**src/rtl/acquire_beat_narrower.sv**
```systemverilog
// Acquire beat narrower: splits 64-bit arbiter beats into 32-bit half-beats.
// One-entry registered buffer; header and grant index pass through unchanged.
module acquire_beat_narrower #(
  parameter int IN_DATA_W = 64,
  parameter int IN_BEAT_W = 3
) (
  input  logic                   clk,
  input  logic                   reset,
  input  logic                   in_valid,
  output logic                   in_ready,
  input  logic [1:0]             in_chosen,
  input  logic [1:0]             in_header_src,
  input  logic [1:0]             in_header_dst,
  input  logic [25:0]            in_addr_block,
  input  logic                   in_client_xact_id,
  input  logic [IN_BEAT_W-1:0]   in_addr_beat,
  input  logic                   in_is_builtin_type,
  input  logic [2:0]             in_a_type,
  input  logic [11:0]            in_union,
  input  logic [IN_DATA_W-1:0]   in_data,
  output logic                   out_valid,
  input  logic                   out_ready,
  output logic [1:0]             out_chosen,
  output logic [1:0]             out_header_src,
  output logic [1:0]             out_header_dst,
  output logic [25:0]            out_addr_block,
  output logic                   out_client_xact_id,
  output logic [IN_BEAT_W:0]     out_addr_beat,
  output logic                   out_is_builtin_type,
  output logic [2:0]             out_a_type,
  output logic [11:0]            out_union,
  output logic [IN_DATA_W/2-1:0] out_data,
  output logic                   out_last
);

  localparam int OW = IN_DATA_W / 2;

  typedef enum logic [1:0] {
    EMPTY   = 2'd0,
    SEND_LO = 2'd1,
    SEND_HI = 2'd2
  } state_t;

  typedef struct packed {
    logic [1:0]           chosen;
    logic [1:0]           src;
    logic [1:0]           dst;
    logic [25:0]          addr_block;
    logic                 xact_id;
    logic [IN_BEAT_W-1:0] addr_beat;
    logic                 builtin;
    logic [2:0]           a_type;
    logic [11:0]          union_f;
    logic [IN_DATA_W-1:0] data;
    logic                 has_data;
  } buf_t;

  state_t state;
  buf_t   b;

  logic in_has_data;
  logic out_fire;
  logic final_half;
  logic accept;
  logic is_hi;
  logic is_put_block;

  assign in_has_data = in_is_builtin_type &
                       ((in_a_type == 3'd2) |
                        (in_a_type == 3'd3) |
                        (in_a_type == 3'd4));

  assign out_valid  = (state != EMPTY);
  assign out_fire   = out_valid & out_ready;
  assign final_half = (state == SEND_HI) |
                      ((state == SEND_LO) & ~b.has_data);
  assign in_ready   = (state == EMPTY) | (out_fire & final_half);
  assign accept     = in_valid & in_ready;

  always_ff @(posedge clk or negedge reset) begin
    if (!reset) begin
      state <= EMPTY;
    end else begin
      unique case (state)
        EMPTY: begin
          if (accept) state <= SEND_LO;
        end
        SEND_LO: begin
          if (out_fire) begin
            if (b.has_data) state <= SEND_HI;
            else            state <= accept ? SEND_LO : EMPTY;
          end
        end
        SEND_HI: begin
          if (out_fire) state <= accept ? SEND_LO : EMPTY;
        end
        default: state <= EMPTY;
      endcase
    end
  end

  // Payload is never reset; state alone says whether it is meaningful.
  always_ff @(posedge clk) begin
    if (accept) begin
      b.chosen     <= in_chosen;
      b.src        <= in_header_src;
      b.dst        <= in_header_dst;
      b.addr_block <= in_addr_block;
      b.xact_id    <= in_client_xact_id;
      b.addr_beat  <= in_addr_beat;
      b.builtin    <= in_is_builtin_type;
      b.a_type     <= in_a_type;
      b.union_f    <= in_union;
      b.data       <= in_data;
      b.has_data   <= in_has_data;
    end
  end

  assign is_hi        = (state == SEND_HI);
  assign is_put_block = b.builtin & (b.a_type == 3'd3);

  assign out_chosen          = b.chosen;
  assign out_header_src      = b.src;
  assign out_header_dst      = b.dst;
  assign out_addr_block      = b.addr_block;
  assign out_client_xact_id  = b.xact_id;
  assign out_is_builtin_type = b.builtin;
  assign out_a_type          = b.a_type;
  assign out_union           = b.union_f;
  assign out_addr_beat       = {b.addr_beat, is_hi};

  always_comb begin
    out_data = '0;
    if (b.has_data)
      out_data = is_hi ? b.data[IN_DATA_W-1:OW] : b.data[OW-1:0];
  end

  // PutBlock ends only on its last beat's upper half.
  always_comb begin
    out_last = 1'b0;
    if (state == SEND_HI)
      out_last = is_put_block ? (b.addr_beat == '1) : 1'b1;
    else if (state == SEND_LO)
      out_last = ~b.has_data;
  end

endmodule

```
**config.mk**
```make
export PLATFORM = sky130hd
export DESIGN_NAME = acquire_beat_narrower
export DESIGN_NICKNAME = d
export VERILOG_FILES = /design/src/rtl/acquire_beat_narrower.sv
export SDC_FILE = /design/constraint.sdc
export NUM_CORES = 1
export LEC_CHECK = 0
export ABC_CLOCK_PERIOD_IN_PS = 4200
export CORE_ASPECT_RATIO = 1.5
export CORE_MARGIN = 2
export CORE_UTILIZATION = 35
export DETAILED_ROUTE_END_ITERATION = 10
export PLACE_DENSITY = 0.69
export SYNTH_ARGS = -nofsm -noshare
export SYNTH_HDL_FRONTEND = slang
export SYNTH_SLANG_ARGS = --single-unit
```
**constraint.sdc**
```tcl
create_clock -name clk -period 4.2 [get_ports clk]
set_input_delay 1.26 -clock clk [delete_from_list [all_inputs] [get_ports clk]]
set_output_delay 1.26 -clock clk [all_outputs]
set_load 0.02 [all_outputs]
```
==> results of run 1 <==
## registers in the layout, indices dropped and copies added, names as in the netlist
name	flops
b	65
out_a_type	3
out_addr_beat	3
out_addr_block	26
out_chosen	2
out_client_xact_id	1
out_header_dst	2
out_header_src	2
out_is_builtin_type	1
out_union	12
state	2
## path summary, 6_finish.rpt
| kind | start | endpoint | slack (ns) | cells past startpoint |
|---|---|---|---|---|
| setup / recovery | out_ready | in_ready | 0.18 | 4 |
| hold / removal | state[0]$_DFFE_PN0P_ | state[0]$_DFFE_PN0P_ | 0.65 | 2 |
| setup reg to reg | b[0]$_DFFE_PN_ | b[57]$_DFFE_PN_ | 2.05 | 4 |
| hold reg to reg | state[0]$_DFFE_PN0P_ | state[0]$_DFFE_PN0P_ | 0.65 | 2 |
| max in group asynchronous | reset | state[0]$_DFFE_PN0P_ | 3.06 | 1 |
| min in group asynchronous | reset | state[1]$_DFFE_PN0P_ | 1.02 | 1 |
## kinds of logic (layout without fill, tap and decap cells)
group,count (synthesis),count (layout),share of synthesized area [%]
buffers and inverters,63,244,10.3
AOI/OAI and AO/OA,38,38,8.24
muxes,1,1,0.211
DFF,119,119,75.0
and+or+nand+nor,74,74,6.29
## per-stage QoR
| step | area [um2] | util [%] | hold slack [ns] | setup WS, ns |
|---|---|---|---|---|
| after global placement | 6610 | 49.3 | 0.612 | 0.216 |
| after floorplan | 4750 | - | 0.572 | 0.511 |
| after global routing | 7200 | 53.7 | 0.689 | 0.152 |
| final | 7200 | 53.7 | 0.652 | 0.184 |
| after CTS | 7200 | 53.7 | 0.657 | 0.175 |
| after detailed placement | 6610 | 49.3 | 0.646 | 0.175 |
## cells in the final DEF (no fill, tap or decap), types with 2 or more instances in the layout
cell / instances
nand2_1: 65
clkdlybuf4s50_1: 207
clkbuf_16: 17
clkinv_2: 5
dfrtp_1: 2
clkinv_4: 2
nor2b_1: 2
o22ai_1: 3
a21boi_2: 29
clkinvlp_4: 3
buf_12: 2
nor2_1: 2
buf_4: 2
a21boi_0: 3
bufinv_16: 3
o2bb2ai_1: 2
edfxtp_1: 117
## per-layer routing
metal	wire [um]	vias to the layer above	share of wire [%]
met5	0	-	0
met4	315	0	3.0
met3	821	23	7.9
met2	5590	126	54
met1	3690	1348	35
li1	-	1342	-
## synthesized netlist by cell type (all sizes together)
| master | n |
|---|---|
| o22ai | 3 |
| nor2 | 2 |
| nand2 | 65 |
| and2 | 1 |
| a21boi | 32 |
| nand2b | 1 |
| mux2i | 1 |
| nand4b | 1 |
| inv | 1 |
| nor2b | 2 |
| or2 | 1 |
| dfrtp | 2 |
| o2bb2ai | 2 |
| edfxtp | 117 |
| a31oi | 1 |
| or2b | 1 |
| buf | 58 |
| clkbuf | 4 |
## final cells by class
cell class,instances,area (um2)
Clock inverter,14,159
Multi-Input combinational cell,113,706
Tap cell,162,203
Sequential cell,119,3560
Inverter,1,11.3
Fill cell,1120,6200
Timing Repair Buffer,211,2130
Clock buffer,18,429
## where the power goes
part           total (W)  internal (W)  switching, W
Combinational   0.000544      0.000280      0.000264
Clock            0.00144      0.000925      0.000510
Sequential       0.00147       0.00144     0.0000333
Total            0.00345       0.00264      0.000808
## worst max-delay path: stages
cell	delay (ns)
clkdlybuf4s50_1	0.55
nor2b_1	0.09
o2bb2ai_1	0.20
clkdlybuf4s50_1	0.66
==> out/qor.yml, run 1 <==
run_status: "finished clean"
rsz0062_at_grt: "false"
busiest_layer: "met2"
post_cts_buffers: 0
io_buffer_count: 207
grt_pass1_wl_mm: 16.0
grt_use_met1_pct: 14.6
vias_per_cell: 4.45
grtUsageTotal_pct: 14.6
worstPathMaxFanout: 5
p_total_w: 0.00345
area_growth_syn_to_layout_pct: 51.4
critical_path_required_ns: 2.94
skew_ns: 0.00721
fin_cells: 638
cts-root-buf: "clkbuf_16"
cts_resized: 0
drc: 0
grt_max_degree: 64
fin_nets: 583
routed_wl_mm: 10.4
pin_count: 208
htree_num_levels: 4
clk_pin_slew_worst_paths_ns: 0.05
synth_area_um2: 4750
tns_ns: 0
layout-drive-gt1-share_pct: 14.1
antenna_found_initial: 0
ys_seq_area_share_pct: 75.0
worst_slew_pin_slew_ns: 0.684
grt_pass1_vias: 3087
cp-end-kind: "primary output"
drt_first_pass_iters: 4
critPathLaunchType: "input port"
synth-seq-cells: 119
syn_inst: 295
gp_congestion: 0.724
cts_tree: "built"
yosys_warnings: 0
placed_cells: 606
initial_core_util_pct: 35.5
grt_use_met3_pct: 5.90
cts_sinks: 119
cts_made_buffers: 17
worst_ir_drop_vdd_v: 0.000335
cts_buffer_depth: 2
finalCritPeriodShare_pct: 95.6
ys_types: 21
synth_fp_nets: 415
maxCapViolCount: 0
num_vias: 2839
finalSetupViolations: 0
arrival_ns: 2.76
holdCritPathClass: "reg -> reg"
chipHeight_um: 147
hpwl_mm: 7.25
synth_area_leaders: "edfxtp_1 (74%), buf_4 (8.1%), a21boi_2 (6.9%)"
num_rows: 52
die_area_um2: 14500
clkLatencyLatePin_ns: 0.40
grt_use_met2_pct: 25.6
yosysTopAreaCellShare_pct: 73.9
relSlewSlack_pct: 54.4
synth_top_area_cell: "edfxtp_1"
overflow: 0
design.core.area_um2: 13400
p_leak_nw: 2.53
wire_per_inst_um: 16.3
n_antenna_cell: 0
hold_viol: 0
initialDrtViolationCount: 98
slew_violations: 0
dieWidth_um: 99.2
hold_buffers: 0
max_freq_mhz: 249
fin_crit_ns: 4.02
power.density_nw_per_um2: 479
path_class: "in -> out"
postSynthAreaPerCell_um2: 16.1
ant_nets: 0
Note: power is estimated with default switching activity, not from simulation.
==> run 2: changes to the inputs <==
Settings changed: CORE_MARGIN 2 to 10.
==> run 2 against run 1 <==
Via count up 1.1%. Critical endpoint unchanged. Core utilization down 0.33 points. Worst hold slack worse by 0.031 ns. Global-route usage down 1.5 points. Critical path depth unchanged. Largest power group unchanged. Die area up 29%. Clock-buffer cell count up 2.
==> out/qor.yml, run 2 (synthesized netlist as in run 1, its figures left out) <==
critPathMaxStageDelay_ns: 0.67
hold_viol: 0
antenna_found_initial: 0
num_vias: 2871
fin_cells: 640
crit_path_top_delay_cell: "clkdlybuf4s50_1"
placed_cells: 609
initialDrtViolationCount: 125
worst_ir_drop_vdd_v: 0.000352
layout_setup_ws_ns: 0.264
finalCritPeriodShare_pct: 93.7
cts-root-buf: "clkbuf_16"
final_common_cell: "clkdlybuf4s50_1"
num_rows: 52
post_cts_buffers: 0
cts_tree: "built"
holdWs_ns: 0.621
htree_num_levels: 4
cts_buffer_depth: 2
dieWidth_um: 115
area_growth_syn_to_layout_pct: 50.5
largest_register_ffs: 65
initial_core_util_pct: 35.5
drc: 0
n_antenna_cell: 0
routed_wl_mm: 11.9
dp_slack_ns: 0.237
fin_crit_ns: 3.94
critPathLaunchType: "input port"
chipHeight_um: 163
grtUsageTotal_pct: 13.1
path_class: "in -> out"
layout-drive-gt1-share_pct: 13.8
pin_count: 208
skew_ns: 0.00814
grt_pass1_wl_mm: 18.5
fin_nets: 586
run_status: "finished clean"
mostFrequentLayoutCells: "clkdlybuf4s50_1 (207), edfxtp_1 (117), nand2_1 (65)"
worstPathMaxFanout: 4
ant_nets: 0
wire_per_inst_um: 18.7
grt_max_degree: 44
regMostFlops: "b"
p_leak_nw: 2.51
overflow: 0
clkLatencyLatePin_ns: 0.39
tns_ns: 0
drt_first_pass_iters: 4
grt_pass1_vias: 3237
cts_resized: 0
design.core.area_um2: 13400
hpwl_mm: 9.20
relSlewSlack_pct: 58.7
vias_per_cell: 4.49
cts_sinks: 119
finalSetupViolations: 0
p_comb_share_pct: 16.8
gp_congestion: 0.713
critPathTopFamily: "buffers and inverters"
worst_slew_pin_slew_ns: 0.620
seqPwrFrac_pct: 44.6
maxCapViolCount: 0
slew_violations: 0
power.share.clock_pct: 38.6
clk_pin_slew_worst_paths_ns: 0.05
cts_made_buffers: 17
io_buffer_count: 207
cp-end-kind: "primary output"
power.density_nw_per_um2: 461
cpMostUsedCell: "clkdlybuf4s50_1"
arrival_ns: 2.68
rsz0062_at_grt: "false"
p_total_w: 0.00330
max_freq_mhz: 254
intPower_w: 0.00252
holdCritPathClass: "reg -> reg"
crit_chain: "clkdlybuf4s50_1, buf_4, o2bb2ai_1, clkdlybuf4s50_1"
p_sw_share_pct: 23.6
cp_num_buf_inv: 3
hold_buffers: 0
switchingPower_w: 0.000776
die_area_um2: 18700
critical_path_required_ns: 2.94
run 2: power groups by stage:
stage          Sequential, W  Combinational [W]  Clock, W
3_3_place_gp         0.00149           0.000555         0
5_1_grt              0.00148           0.000594   0.00137
4_1_cts              0.00147           0.000566   0.00131
3_5_place_dp         0.00149           0.000564         0
2_1_floorplan        0.00149           0.000299         0
6_report             0.00147           0.000554   0.00127
run 2: worst paths after layout:
kind                                      start                     endpoint  slack (ns)  depth (start not counted)
hold reg to reg            state[0]$_DFFE_PN0P_         state[0]$_DFFE_PN0P_        0.62                          2
min in group asynchronous                 reset         state[1]$_DFFE_PN0P_        1.03                          1
hold / removal             state[0]$_DFFE_PN0P_         state[0]$_DFFE_PN0P_        0.62                          2
max in group asynchronous                 reset         state[0]$_DFFE_PN0P_        3.04                          1
setup reg to reg                 b[0]$_DFFE_PN_  out_addr_block[7]$_DFFE_PN_        1.97                          4
setup / recovery                      out_ready                     in_ready        0.26                          4
run 2: per-stage QoR:
stage	util [%]	area, um2
final	53.4	7150
after global routing	53.4	7150
after CTS	53.4	7150
after detailed placement	49.5	6630
after global placement	49.5	6630
after floorplan	-	4750
run 2: per-layer routing:
layer	global-route usage [%]	vias up	part of all wire, %
li1	-	1343	-
met1	13.2	1381	35
met2	22.1	132	54
met3	6.31	15	9.7
met4	5.87	0	1.9
met5	0	-	0
run 2: cell type report:
cell class | instances | area [um2]
clock buffers | 20 | 437
repair buffers | 214 | 2150
well taps | 162 | 203
flip-flops and latches | 119 | 3560
multi-input cells | 113 | 706
inverters | 1 | 11.3
clock inverters | 11 | 85.1
fillers | 1147 | 6250
run 2: worst min-delay path, cell delays in order (launching register included):
cell and delay (ns):
dfrtp_1 0.38, o22ai_1 0.08, o2bb2ai_1 0.12
